`src/rtl/cpu_pkg.sv`:
```
// Shared definitions for the CPU pipeline front end.
//
// Contents:
//   INSTR_W        instruction word width in bits
//   PC_STEP        sequential program-counter increment (one word)
//   NOP_WORD       instruction word used for pipeline bubbles
//   fetch_state_t  fetch-stage state machine encoding (BOOT, RUN, HALTED)

package cpu_pkg;

    localparam int INSTR_W = 32;

    localparam logic [31:0] PC_STEP = 32'd4;

    localparam logic [INSTR_W-1:0] NOP_WORD = 32'h0000_0000;

    typedef enum logic [1:0] {
        BOOT   = 2'd0,
        RUN    = 2'd1,
        HALTED = 2'd2
    } fetch_state_t;

endpackage

```
`src/rtl/ifid_reg.sv`:
```
// IF/ID pipeline register: carries one fetched instruction and its PC+4
// into the decode stage, with bubble insertion and hold.
//
// Ports:
//   clock          rising-edge clock
//   reset          asynchronous, active-high reset (register becomes a bubble)
//   load           capture instr/pc_plus4 as a valid instruction
//   bubble         replace the contents with a bubble (wins over load)
//   instr          instruction word to capture
//   pc_plus4       PC+4 of that instruction
//   ifid_instr     latched instruction (BUBBLE_WORD when invalid)
//   ifid_pc_plus4  latched PC+4 (zero when invalid)
//   ifid_valid     latched instruction is real, not a bubble
//
// With neither load nor bubble asserted the register holds, which is how
// a stall is realised.

module ifid_reg
    import cpu_pkg::*;
#(
    parameter logic [INSTR_W-1:0] BUBBLE_WORD = NOP_WORD
) (
    input  logic               clock,
    input  logic               reset,
    input  logic               load,
    input  logic               bubble,
    input  logic [INSTR_W-1:0] instr,
    input  logic [31:0]        pc_plus4,
    output logic [INSTR_W-1:0] ifid_instr,
    output logic [31:0]        ifid_pc_plus4,
    output logic               ifid_valid
);

    // Bubble has priority so a flush can never be overridden by a load.
    always_ff @(posedge clock or posedge reset) begin
        if (reset) begin
            ifid_instr    <= BUBBLE_WORD;
            ifid_pc_plus4 <= 32'd0;
            ifid_valid    <= 1'b0;
        end else if (bubble) begin
            ifid_instr    <= BUBBLE_WORD;
            ifid_pc_plus4 <= 32'd0;
            ifid_valid    <= 1'b0;
        end else if (load) begin
            ifid_instr    <= instr;
            ifid_pc_plus4 <= pc_plus4;
            ifid_valid    <= 1'b1;
        end
    end

endmodule

```
`src/rtl/fetch_unit.sv`:
```
// Instruction-fetch stage. Owns the program counter, drives the
// instruction-memory address, and fills the IF/ID register for decode.
//
// Ports:
//   clock          rising-edge clock
//   reset          asynchronous, active-high reset
//   instruction    word returned by instruction memory for inst_address
//   inst_address   current PC (combinational from the PC register)
//   stall          hold PC and IF/ID
//   halt           enter HALTED at the next edge
//   branch_taken   redirect to branch_target
//   branch_target  branch destination
//   jump           redirect to jump_target (wins over branch_taken)
//   jump_target    jump destination
//   ifid_instr     latched instruction
//   ifid_pc_plus4  PC+4 of the latched instruction
//   ifid_valid     latched instruction is real, not a bubble
//   halted         high in HALTED state
//   misalign_err   one-cycle pulse after a redirect to a non-word-aligned target
//   pc_oor         PC lies beyond the instruction memory (memory aliases)

module fetch_unit
    import cpu_pkg::INSTR_W;
    import cpu_pkg::PC_STEP;
    import cpu_pkg::fetch_state_t;
    import cpu_pkg::BOOT;
    import cpu_pkg::RUN;
    import cpu_pkg::HALTED;
#(
    parameter logic [31:0]        RESET_PC   = 32'h0000_0000,
    parameter logic [INSTR_W-1:0] NOP_WORD   = cpu_pkg::NOP_WORD,
    parameter int                 IMEM_BYTES = 256
) (
    input  logic               clock,
    input  logic               reset,
    input  logic [INSTR_W-1:0] instruction,
    output logic [31:0]        inst_address,
    input  logic               stall,
    input  logic               halt,
    input  logic               branch_taken,
    input  logic [31:0]        branch_target,
    input  logic               jump,
    input  logic [31:0]        jump_target,
    output logic [INSTR_W-1:0] ifid_instr,
    output logic [31:0]        ifid_pc_plus4,
    output logic               ifid_valid,
    output logic               halted,
    output logic               misalign_err,
    output logic               pc_oor
);

    fetch_state_t state;
    fetch_state_t state_next;

    logic [31:0] pc;
    logic [31:0] pc_next;
    logic [31:0] pc_plus4;
    logic        ifid_load;
    logic        ifid_bubble;
    logic        misalign_next;

    // PC+4 wraps naturally modulo 2^32; no error is raised on wrap.
    assign pc_plus4     = pc + PC_STEP;
    assign inst_address = pc;
    assign pc_oor       = (pc >= 32'(IMEM_BYTES));

    // State register.
    always_ff @(posedge clock or posedge reset) begin
        if (reset) begin
            state <= BOOT;
        end else begin
            state <= state_next;
        end
    end

    // Next-state logic. BOOT is a single settling cycle; HALTED only
    // leaves through reset.
    always_comb begin
        state_next = state;
        unique case (state)
            BOOT:    state_next = RUN;
            RUN:     state_next = halt ? HALTED : RUN;
            HALTED:  state_next = HALTED;
            default: state_next = BOOT;
        endcase
    end

    // Output and datapath control. In RUN the priority is
    // halt > jump > branch > stall > sequential advance, so a stall never
    // blocks a redirect. Redirect targets are forced word-aligned, and a
    // misaligned request is reported one cycle later via misalign_err.
    always_comb begin
        pc_next       = pc;
        ifid_load     = 1'b0;
        ifid_bubble   = 1'b0;
        misalign_next = 1'b0;
        halted        = 1'b0;
        unique case (state)
            BOOT: begin
            end
            RUN: begin
                if (halt) begin
                    ifid_bubble = 1'b1;
                end else if (jump) begin
                    pc_next       = {jump_target[31:2], 2'b00};
                    ifid_bubble   = 1'b1;
                    misalign_next = |jump_target[1:0];
                end else if (branch_taken) begin
                    pc_next       = {branch_target[31:2], 2'b00};
                    ifid_bubble   = 1'b1;
                    misalign_next = |branch_target[1:0];
                end else if (!stall) begin
                    pc_next   = pc_plus4;
                    ifid_load = 1'b1;
                end
            end
            HALTED: begin
                ifid_bubble = 1'b1;
                halted      = 1'b1;
            end
            default: begin
            end
        endcase
    end

    // PC and misalignment flag registers.
    always_ff @(posedge clock or posedge reset) begin
        if (reset) begin
            pc           <= RESET_PC;
            misalign_err <= 1'b0;
        end else begin
            pc           <= pc_next;
            misalign_err <= misalign_next;
        end
    end

    ifid_reg #(
        .BUBBLE_WORD (NOP_WORD)
    ) u_ifid_reg (
        .clock         (clock),
        .reset         (reset),
        .load          (ifid_load),
        .bubble        (ifid_bubble),
        .instr         (instruction),
        .pc_plus4      (pc_plus4),
        .ifid_instr    (ifid_instr),
        .ifid_pc_plus4 (ifid_pc_plus4),
        .ifid_valid    (ifid_valid)
    );

endmodule
```
`config.mk`:
```
export PLATFORM = sky130hd
export DESIGN_NAME = fetch_unit
export DESIGN_NICKNAME = d
export VERILOG_FILES = /design/src/rtl/cpu_pkg.sv /design/src/rtl/ifid_reg.sv /design/src/rtl/fetch_unit.sv
export SDC_FILE = /design/constraint.sdc
export NUM_CORES = 1
export LEC_CHECK = 0
export BUFFER_PORTS_ARGS = -buffer_cell sky130_fd_sc_hd__buf_2
export CAP_MARGIN = 10
export CORE_MARGIN = 1.5
export CORE_UTILIZATION = 54
export CTS_CLUSTER_SIZE = 8
export DETAILED_ROUTE_END_ITERATION = 10
export GPL_ROUTABILITY_DRIVEN = 1
export PLACE_DENSITY = 0.86
export SKIP_CTS_REPAIR_TIMING = 1
export SYNTH_ARGS = -nofsm -noshare
export SYNTH_HDL_FRONTEND = slang
export SYNTH_HIERARCHICAL = 1
export SYNTH_SLANG_ARGS = --single-unit
export TNS_END_PERCENT = 10
```
`constraint.sdc`:
```
create_clock -name clock -period 6.2 [get_ports clock]
set_input_delay 0 -clock clock [delete_from_list [all_inputs] [get_ports clock]]
set_output_delay 0 -clock clock [all_outputs]
set_load 0.02 [all_outputs]
```
==> results by group, run 1 <==
Clock network
  • Cts bufs inserted: 9
  • CTS Buffer Depth: 2
  • H-tree levels: 3
  • Clk root buf: clkbuf_8
  • Clock sink count: 98
  • Worst-path clk slew: around 0.090 ns
  • CTS tree: yes
  • Skew-Pair Late Insertion Delay: 0.37 ns

STA
  • Setup Skew: 0.0123 ns
  • Fmax: 264 MHz
  • Final setup margin: ~2.4 ns
  • Hold WS: -0.0516 ns
  • Crit path time final: 3.78 ns
  • Setup violators final: 0
  • Final setup TNS: 0 ns
  • Final-report max-slew violation count: 0
  • Unrepaired setup endpoints after global routing: false
  • Endpoints failing hold: 5
  • Tcrit/Tclk final: 61.0%
  • Slew @ Worst Pin: 1.17 ns
  • Max_slew headroom: 21.7%

Power and ir drop
  • P_leak: 3.51 nW
  • Pwr dens: around 430 nW/um^2
  • Sw power: 0.00145 W
  • Comb pwr share: 47.1%
  • Internal power: 0.00164 W
  • Clock network fraction of total power: approximately 14%
  • Max VDD drop: 0.000229 V
  • Sequential power share: ~40%
  • Switch share: 46.9%

Drt
  • Drt total wl: about 17 mm
  • Wire per inst: 18.0 um
  • Vias: 5370
  • Detailed Route Iter0 Violations: 393
  • Vias per inst: 5.79
  • Remaining DRCs: 0
  • DRT Pass-1 Iters: 8
  • Antenna-violating nets left: 0

Critical path
  • Crit Path Class: reg -> reg
  • Crit path DAT: 4.01 ns
  • CP most frequent cell: buf_4
  • CP max stage cell: nor2_4
  • Req. time, crit path: 6.42 ns
  • CP bufs+invs: 3
  • CP top delay family: simple AND/OR/NAND/NOR gates
  • Ordered cell list for the critical path: inv_1 > ha_1 > nand2b_1 > a21oi_2 > buf_4 > nand2_1 > nor2_4 > buf_4 > mux2i_1 > nor2_1
  • Startpoint types: register
  • Worst path max stage delay: 0.94 ns
  • CP Capture Type: register
  • Critical path fanouts, max: 36

Finish
  • Layout cells sized above 1: 29.8%
  • Final nets: 898
  • Area grow syn2layout: 32.0%
  • Final Instance Count excl. Fillers: about 930
  • N_diodes: 0

Flow run
  • Max Cap Viol: 0

Logic synthesis
  • Mapped Cells: ~560
  • Post-synth EDFFs: 0
  • Ys flop type: dfrtp_1
  • Syn_area_per_cell: 9.76 sq um
  • Count of cell types in the netlist: 55
  • Post-synth top area share: a little under half
  • Post-synth top area cell: dfrtp_1
  • Yosys warning count: 6
  • Synthesized area: 5430 sq um
  • Async S/R FF share, synth: 100%
  • Yosys reg bits: 98
  • Register area share after synthesis: 45.2%
  • Synth top area cells: dfrtp_1 45%, mux2i_1 13%, nor2_1 6.7%

Status
  • Outcome: complete, but fails checks
  • Failing checks: hold timing

Global route
  • Largest net degree at the start of global routing: 47
  • Global-route usage over all layers: 28.7%
  • Global-route wire length before repair: 23.7 mm
  • Number of global-route vias before repair: 4788
  • Initial antenna violation count: 0
  • GRT overflow: 0

Floorplanning
  • # IOs: about 200
  • Die area: around 11000 sq um
  • Die W: 103 um
  • Row count: 36
  • Core area: 9770 sq um
  • Chip Height: 103 um
  • Initial Util: 55.5%

Min path
  • Hold WC Path Type: in -> reg

Place
  • RD Place Congestion: 0.905
  • Post-DP HPWL: 11.2 mm
  • Pre-CTS setup slack: 2.51 ns
  • Port Buffers: 199
  • # placed instances: 855
-- tightest hold or removal path, stage by stage --
cell,delay (ns)
buf_2,0.11
nand3_1,0.08
o21ai_0,0.08
-- area by class of cell --
type / instances / area (sq um)
multi-input combinational: 403 / 2660
fill: 713 / 2610
sequential: 98 / 2450
timing repair buffer: 263 / 1640
tap: 133 / 166
clock buffer: 14 / 163
inverter: 15 / 56.3
clock inverter: 2 / 35.0
-- cells by family (layout without fill, tap and decap cells) --
group                    Yosys count  count (layout)  synth area share (%)
AND/OR/NAND/NOR                  192             192                  17.4
AO/OA/AOI/OAI                    107             107                  12.9
flip-flops                        98              98                  45.2
multiplexers                      69              69                  12.7
buffers and inverters             58             294                  6.29
XOR/XNOR                          25              25                  4.03
adder cells (fa/ha/maj)            6               6                  1.38
other                              1               4                0.0691
-- final timing paths --
check                           slack [ns]  depth (start not counted)                   from                            to
worst max-delay path                  2.42                         10               state[1]     u_ifid_reg/ifid_instr[14]
worst min-delay path                 -0.05                          3                   halt                      state[1]
min in group asynchronous             0.21                          3                  reset  u_ifid_reg/ifid_pc_plus4[20]
max in group asynchronous             5.01                          4                  reset     u_ifid_reg/ifid_instr[16]
worst min register to register        0.52                          2  u_ifid_reg/ifid_valid         u_ifid_reg/ifid_valid
worst max register to register        2.42                         10               state[1]     u_ifid_reg/ifid_instr[14]
-- layer usage --
layer / track usage, % / routed length [um] / vias up / share of wire (%)
met4: 9.88 / 360 / 0 / 2.2
met2: 48.7 / 8120 / 323 / 49
li1: - / - / 2425 / -
met1: 37.9 / 6750 / 2585 / 40
met5: 0 / 0 / - / 0
met3: 4.23 / 1460 / 37 / 8.7
-- power by group through the flow --
| stage | Combinational (W) | Clock, W | Sequential [W] |
|---|---|---|---|
| after floorplan | 0.000678 | 0 | 0.00142 |
| after detailed placement | 0.00138 | 0 | 0.00120 |
| final | 0.00145 | 0.000425 | 0.00121 |
| after CTS | 0.00139 | 0.000433 | 0.00119 |
| after global routing | 0.00158 | 0.000454 | 0.00124 |
| after global placement | 0.00134 | 0 | 0.00119 |
-- through the flow --
stage / total power [W] / hold WS, ns / instance area (sq um) / util, %
6_report: 0.00309 / -0.0516 / 7170 / 73.3
5_1_grt: 0.00328 / 0.00175 / 7170 / 73.3
4_1_cts: 0.00301 / -0.350 / 6580 / 67.3
3_5_place_dp: 0.00259 / 0.0493 / 6380 / 65.3
3_3_place_gp: 0.00253 / 0.0327 / 6380 / 65.3
2_1_floorplan: 0.00209 / 0.129 / 5440 / -
-- synthesized netlist by cell type, types with 3 or more instances --
library cell and n:
a22oi_1 4, dfrtp_1 98, a22o_1 4, buf_2 5, xnor2_1 11, a21oi_1 29
o21a_1 3, xor2_1 14, buf_8 5, inv_1 14, clkbuf_1 21, mux2i_1 69
nand2b_1 5, or2_2 5, o2bb2ai_1 8, a31oi_1 6, buf_6 5, buf_4 6
nor3_1 13, ha_1 6, a222oi_1 6, nand4_1 7, nand2_1 21, nand3_1 15
o21ai_0 21, nor2_1 97, and4_1 3, o31ai_1 3, o22ai_1 10, nor4_1 8
-- state kept, by name (all words and copies together) (netlist names) --
signal and count:
u_ifid_reg/ifid_valid 1, state 2, u_ifid_reg/ifid_instr 32, u_ifid_reg/ifid_pc_plus4 32, misalign_err 1, inst_address 30
-- cell usage in the layout, fill, tap and decap left out, types with 3 or more instances in the layout --
cell type / Yosys / routed
inv_1: 14 / 13
and4_1: 3 / 3
nor2_1: 97 / 96
nand2b_1: 5 / 5
clkbuf_8: 0 / 11
o31ai_1: 3 / 3
xor2_1: 14 / 14
nor4_1: 8 / 8
nand2_1: 21 / 21
buf_4: 6 / 7
dfrtp_1: 98 / 98
nand3_1: 15 / 15
ha_1: 6 / 6
mux2i_1: 69 / 69
clkbuf_1: 21 / 3
dlygate4sd3_1: 0 / 56
nand4_1: 7 / 7
conb_1: 1 / 4
nor3_1: 13 / 13
buf_2: 5 / 199
a22oi_1: 4 / 4
a222oi_1: 6 / 6
a21oi_1: 29 / 28
o21ai_0: 21 / 21
a31oi_1: 6 / 6
xnor2_1: 11 / 11
a22o_1: 4 / 4
or2_2: 5 / 5
o22ai_1: 10 / 10
o2bb2ai_1: 8 / 8
(Power assumes the default switching activity.)
==> run 2, diff against run 1 <==
Settings changed: CORE_UTILIZATION 54 to 45, PLACE_DENSITY 0.86 to 0.77.
Clock period 6.2 ns to 3.3 ns, I/O delays scaled along.
==> results by group, run 2 (synthesized netlist as in run 1, its figures left out) <==
STA
  • Endpoints failing hold: 6 (was 5)
  • Unrepaired setup endpoints after global routing: false (unchanged)
  • Setup violators final: 0 (unchanged)
  • Crit path time final: 2.69 ns (was 3.78 ns)
  • Slew @ Worst Pin: 0.850 ns (was 1.17 ns)
  • Setup Skew: 0.00649 ns (was 0.0123 ns)
  • Hold WS: -0.0276 ns (was -0.0516 ns)
  • Fmax: 371 MHz (was 264 MHz)
  • Final setup TNS: 0 ns (unchanged)
  • Tcrit/Tclk final: 81.7% (was 61.0%)
  • Final-report max-slew violation count: 0 (unchanged)
  • Max_slew headroom: 43.2% (was 21.7%)
  • Final setup margin: 0.605 ns (was 2.42 ns)

Critical path
  • CP Capture Type: register (unchanged)
  • CP max stage cell: dlygate4sd3_1 (was nor2_4)
  • Crit path DAT: 2.97 ns (was 4.01 ns)
  • Req. time, crit path: 3.58 ns (was 6.42 ns)
  • CP top delay family: simple AND/OR/NAND/NOR gates (unchanged)
  • Startpoint types: register (unchanged)
  • CP bufs+invs: 1 (was 3)
  • Ordered cell list for the critical path: nand4_1 > or3_1 > nor3_1 > a222oi_1 > dlygate4sd3_1 > o2bb2ai_1 (was inv_1 > ha_1 > nand2b_1 > a21oi_2 > buf_4 > nand2_1 > nor2_4 > buf_4 > mux2i_1 > nor2_1)
  • Critical path fanouts, max: 11 (was 36)
  • Crit Path Class: reg -> reg (unchanged)
  • Worst path max stage delay: 0.59 ns (was 0.94 ns)

Drt
  • Wire per inst: 18.0 um (about the same)
  • Detailed Route Iter0 Violations: 333 (was 393)
  • Remaining DRCs: 0 (unchanged)
  • Drt total wl: 16.8 mm (was 16.7 mm)
  • DRT Pass-1 Iters: 5 (was 8)
  • Vias: 5192 (was 5370)
  • Vias per inst: 5.55 (was 5.79)
  • Antenna-violating nets left: 0 (unchanged)

Global route
  • GRT overflow: 0 (unchanged)
  • Global-route wire length before repair: 25.3 mm (was 23.7 mm)
  • Global-route usage over all layers: 25.4% (was 28.7%)
  • Number of global-route vias before repair: 5031 (was 4788)
  • Initial antenna violation count: 0 (unchanged)
  • Largest net degree at the start of global routing: 46 (was 47)

Power and ir drop
  • P_leak: 3.56 nW (was 3.51 nW)
  • Sequential power share: 36.6% (was 39.1%)
  • Switch share: 44.9% (was 46.9%)
  • Internal power: 0.00338 W (was 0.00164 W)
  • Clock network fraction of total power: 18.5% (was 13.8%)
  • Max VDD drop: 0.000578 V (was 0.000229 V)
  • Comb pwr share: 44.9% (was 47.1%)
  • Pwr dens: 843 nW/um^2 (was 431 nW/um^2)
  • Sw power: 0.00275 W (was 0.00145 W)

Floorplanning
  • Core area: 11600 sq um (was 9770 sq um)
  • Row count: 39 (was 36)
  • Die area: 12700 sq um (was 10700 sq um)
  • Chip Height: 113 um (was 103 um)
  • # IOs: 202 (unchanged)
  • Die W: 113 um (was 103 um)
  • Initial Util: 46.7% (was 55.5%)

Place
  • Pre-CTS setup slack: 0.787 ns (was 2.51 ns)
  • Port Buffers: 199 (unchanged)
  • Post-DP HPWL: 11.3 mm (was 11.2 mm)
  • RD Place Congestion: 0.943 (was 0.905)

Clock network
  • CTS tree: yes (unchanged)
  • H-tree levels: 3 (unchanged)
  • Worst-path clk slew: 0.07 ns (was 0.09 ns)
  • Skew-Pair Late Insertion Delay: 0.35 ns (was 0.37 ns)
  • Cts bufs inserted: 9 (unchanged)
  • Clk root buf: clkbuf_16 (was clkbuf_8)
  • CTS Buffer Depth: 2 (unchanged)
  • Clock sink count: 98 (unchanged)

Status
  • Outcome: complete, but fails checks (unchanged)
  • Failing checks: hold timing (unchanged)

Finish
  • N_diodes: 0 (unchanged)
  • Most frequent cells in the layout: 199 x buf_2, 98 x dfrtp_1, 96 x nor2_1 (unchanged)
  • Layout cells sized above 1: 30.6% (was 29.8%)
  • Commonest non-fill, non-tap cell in the layout: buf_2 (unchanged)
  • Final nets: 895 (was 898)
  • Layout fillers: 985 (was 713)
  • Area grow syn2layout: 34.0% (was 32.0%)

Min path
  • Hold WC Path Type: in -> reg (unchanged)

Flow run
  • Max Cap Viol: 0 (unchanged)
-- run 2: cell types whose count changed in the layout (fill, tap and decap cells not counted) --
| cell | change |
|---|---|
| dlygate4sd3_1 | -6 |
| buf_4 | +2 |
| clkinv_2 | +1 |
| bufinv_16 | +1 |
| buf_12 | +1 |
| clkbuf_16 | +9 |
| clkbuf_8 | -11 |
| clkbuf_1 | -2 |
| inv_6 | +2 |
-- run 2: worst register-to-register path, delay by kind of cell (launching register included) --
kind | cells | cell delay, ns
flops | 1 | 0.56
compound gates | 2 | 0.27
buf+inv | 1 | 0.59
simple gates | 3 | 1.21
-- run 2: metrics by stage --
| stage | instance area [sq um] | cells | util [%] | power (W) |
|---|---|---|---|---|
| finish | 7270 | 935 | 62.6 | 0.00613 |
| global placement | 6430 | 868 | 55.4 | 0.00481 |
| detailed placement | 6430 | 868 | 55.4 | 0.00488 |
| floorplan | 5440 | 559 | - | 0.00394 |
| global route | 7270 | 935 | 62.6 | 0.00648 |
| CTS | 6750 | 884 | 58.1 | 0.00604 |
-- run 2: worst paths after layout --
| path | start | endpoint | slack [ns] | cells past startpoint |
|---|---|---|---|---|
| max | inst_address[10] | inst_address[24] | 0.61 | 6 |
| min | jump_target[10] | inst_address[10] | -0.03 | 3 |
| max reg2reg | inst_address[10] | inst_address[24] | 0.61 | 6 |
| min reg2reg | u_ifid_reg/ifid_valid | u_ifid_reg/ifid_valid | 0.50 | 2 |
| min in group asynchronous | reset | state[0] | 0.30 | 3 |
| max in group asynchronous | reset | u_ifid_reg/ifid_pc_plus4[11] | 2.04 | 4 |
-- run 2: power groups by stage --
stage               registers, W  clock network [W]  logic [W]
CTS                      0.00223            0.00116    0.00266
finish                   0.00224            0.00113    0.00275
global route             0.00231            0.00120    0.00297
global placement         0.00223                  0    0.00258
detailed placement       0.00224                  0    0.00264
floorplan                0.00266                  0    0.00127
-- run 2: routing by layer --
layer | track usage, % | share of wire (%) | wire length, um | up-vias
met5 | 0 | 0 | 0 | -
met1 | 31.4 | 40 | 6690 | 2480
met4 | 12.2 | 3.6 | 613 | 0
met2 | 41.5 | 49 | 8200 | 255
li1 | - | - | - | 2415
met3 | 6.80 | 7.7 | 1300 | 42
-- run 2: final cells by class --
cell class	instances	area [sq um]	area share [%]
sequential	98	2450	33.7
multi-input combinational	403	2660	36.5
inverter	15	56.3	0.774
timing repair buffer	260	1610	22.2
clock buffer	10	229	3.15
clock inverter	6	87.6	1.20
tap	143	179	2.46
==> run 3, diff against run 2 <==
Settings changed: CORE_UTILIZATION 45 to 50, PLACE_DENSITY 0.77 to 0.81.
Clock period 3.3 ns to 2.7 ns, I/O delays scaled along.
==> results by group, run 3 (synthesized netlist as in run 1, its figures left out) <==
Status
  • Outcome: complete, but fails checks (unchanged)
  • Failing checks: hold timing (unchanged)

Floorplanning
  • Die W: 107 um (was 113 um)
  • Die area: 11500 sq um (was 12700 sq um)
  • Chip Height: 107 um (was 113 um)
  • Initial Util: 52.1% (was 46.7%)
  • Row count: 37 (was 39)
  • Core area: 10400 sq um (was 11600 sq um)
  • # IOs: 202 (unchanged)

STA
  • Final-report max-slew violation count: 0 (unchanged)
  • Setup violators final: 0 (unchanged)
  • Final setup margin: 0.157 ns (was 0.605 ns)
  • Final setup TNS: 0 ns (unchanged)
  • Unrepaired setup endpoints after global routing: false (unchanged)
  • Max_slew headroom: 55.5% (was 43.2%)
  • Setup Skew: 0.00904 ns (was 0.00649 ns)
  • Slew @ Worst Pin: 0.667 ns (was 0.850 ns)
  • Hold WS: -0.0464 ns (was -0.0276 ns)
  • Endpoints failing hold: 3 (was 6)
  • Tcrit/Tclk final: 94.2% (was 81.7%)
  • Fmax: 393 MHz (was 371 MHz)
  • Crit path time final: 2.54 ns (was 2.69 ns)

Power and ir drop
  • Pwr dens: 995 nW/um^2 (was 843 nW/um^2)
  • Total chip power: 0.00724 W (was 0.00613 W)
  • P_leak: 3.56 nW (about the same)
  • Max VDD drop: 0.000545 V (was 0.000578 V)

Clock network
  • Cts bufs inserted: 9 (unchanged)
  • Clock sink count: 98 (unchanged)
  • Worst-path clk slew: 0.09 ns (was 0.07 ns)
  • Clk root buf: clkbuf_8 (was clkbuf_16)
  • Skew-Pair Late Insertion Delay: 0.37 ns (was 0.35 ns)
  • CTS Buffer Depth: 2 (unchanged)
  • H-tree levels: 3 (unchanged)
  • CTS tree: yes (unchanged)

Global route
  • Number of global-route vias before repair: 4982 (was 5031)
  • Initial antenna violation count: 0 (unchanged)
  • Largest net degree at the start of global routing: 46 (unchanged)
  • GRT overflow: 0 (unchanged)
  • Global-route wire length before repair: 24.7 mm (was 25.3 mm)
  • Global-route usage over all layers: 27.5% (was 25.4%)

Drt
  • Wire per inst: 17.9 um (was 18.0 um)
  • Detailed Route Iter0 Violations: 321 (was 333)
  • Vias: 5239 (was 5192)
  • Vias per inst: 5.59 (was 5.55)
  • DRT Pass-1 Iters: 5 (unchanged)
  • Drt total wl: 16.7 mm (was 16.8 mm)
  • Antenna-violating nets left: 0 (unchanged)
  • Remaining DRCs: 0 (unchanged)

Critical path
  • Worst r2r src: state[1] (was inst_address[10])
  • Reg-to-reg endpoint: inst_address[13] (was inst_address[24])
  • Crit path DAT: 2.85 ns (was 2.97 ns)
  • Req. time, crit path: 3.01 ns (was 3.58 ns)
  • CP Capture Type: register (unchanged)
  • Crit Path Class: reg -> reg (unchanged)
  • Startpoint types: register (unchanged)
  • R2R setup slack: 0.16 ns (was 0.61 ns)
  • FF-to-FF path depth: 8 (was 6)
  • Critical path fanouts, max: 18 (was 11)

Finish
  • Most frequent cells in the layout: 199 x buf_2, 98 x dfrtp_1, 96 x nor2_1 (unchanged)
  • Area grow syn2layout: 34.0% (about the same)
  • Final nets: 906 (was 895)
  • Commonest non-fill, non-tap cell in the layout: buf_2 (unchanged)
  • N_diodes: 0 (unchanged)
  • Layout fillers: 828 (was 985)
  • Layout cells sized above 1: 30.4% (was 30.6%)

Place
  • Post-DP HPWL: 11.5 mm (was 11.3 mm)
  • Pre-CTS setup slack: 0.406 ns (was 0.787 ns)
  • Port Buffers: 199 (unchanged)
  • RD Place Congestion: 0.919 (was 0.943)

Min path
  • Hold WC Path Type: in -> reg (unchanged)
  • Hold Crit Endpoint: inst_address[3] (was inst_address[10])
  • Worst hold start: jump_target[3] (was jump_target[10])
  • Hold depth: 5 (was 3)

Flow run
  • Max Cap Viol: 0 (unchanged)
==> run 3: how the worst max path moves through the flow <==
stage | end | start | slack (ns) | depth (start not counted)
after global placement | u_ifid_reg/ifid_pc_plus4[29] | inst_address[5] | 0.52 | 7
after floorplan | u_ifid_reg/ifid_pc_plus4[2] | state[1] | 0.38 | 10
after detailed placement | u_ifid_reg/ifid_pc_plus4[13] | state[1] | 0.41 | 9
final | inst_address[13] | state[1] | 0.16 | 8
after CTS | u_ifid_reg/ifid_pc_plus4[13] | state[1] | 0.39 | 9
after global routing | inst_address[13] | state[1] | 0.005 | 8
==> run 3: power by group <==
group	internal, W	switching, W
sequential	0.00206	0.000681
combinational	0.00130	0.00214
clock	0.000569	0.000492
==> run 3: final cells by class <==
type / count / area (sq um) / area share, %
Clock inverter: 2 / 60.1 / 0.826
Sequential cell: 98 / 2450 / 33.7
Clock buffer: 13 / 159 / 2.18
Timing Repair Buffer: 271 / 1720 / 23.6
Tap cell: 136 / 170 / 2.34
Inverter: 15 / 56.3 / 0.774
Multi-Input combinational cell: 403 / 2660 / 36.6
==> run 3: critical path: stages, from the launching register on <==
cell and delay [ns]:
dfrtp_1 0.39, inv_1 0.09, ha_1 0.22, nand2b_1 0.16
a21o_1 0.54, buf_4 0.26, a21oi_1 0.05, o22ai_1 0.18
dlygate4sd3_1 0.59
==> run 3: through the flow <==
step                      instances  hold WS (ns)  cell area (sq um)  util [%]
after detailed placement        866         0.135               6480      62.2
after floorplan                 559         0.129               5440         -
after global routing            938      0.000556               7270      69.8
after global placement          866         0.121               6480      62.2
final                           938       -0.0464               7270      69.8
after CTS                       881        -0.270               6700      64.3
==> run 3: layer usage <==
layer  wire length (um)  vias up  GRT usage, %
li1                   -     2432             -
met1               6870     2497          35.7
met2               8100      278          45.3
met3               1400       32          5.47
met4                380        0          10.8
met5                  0        -             0
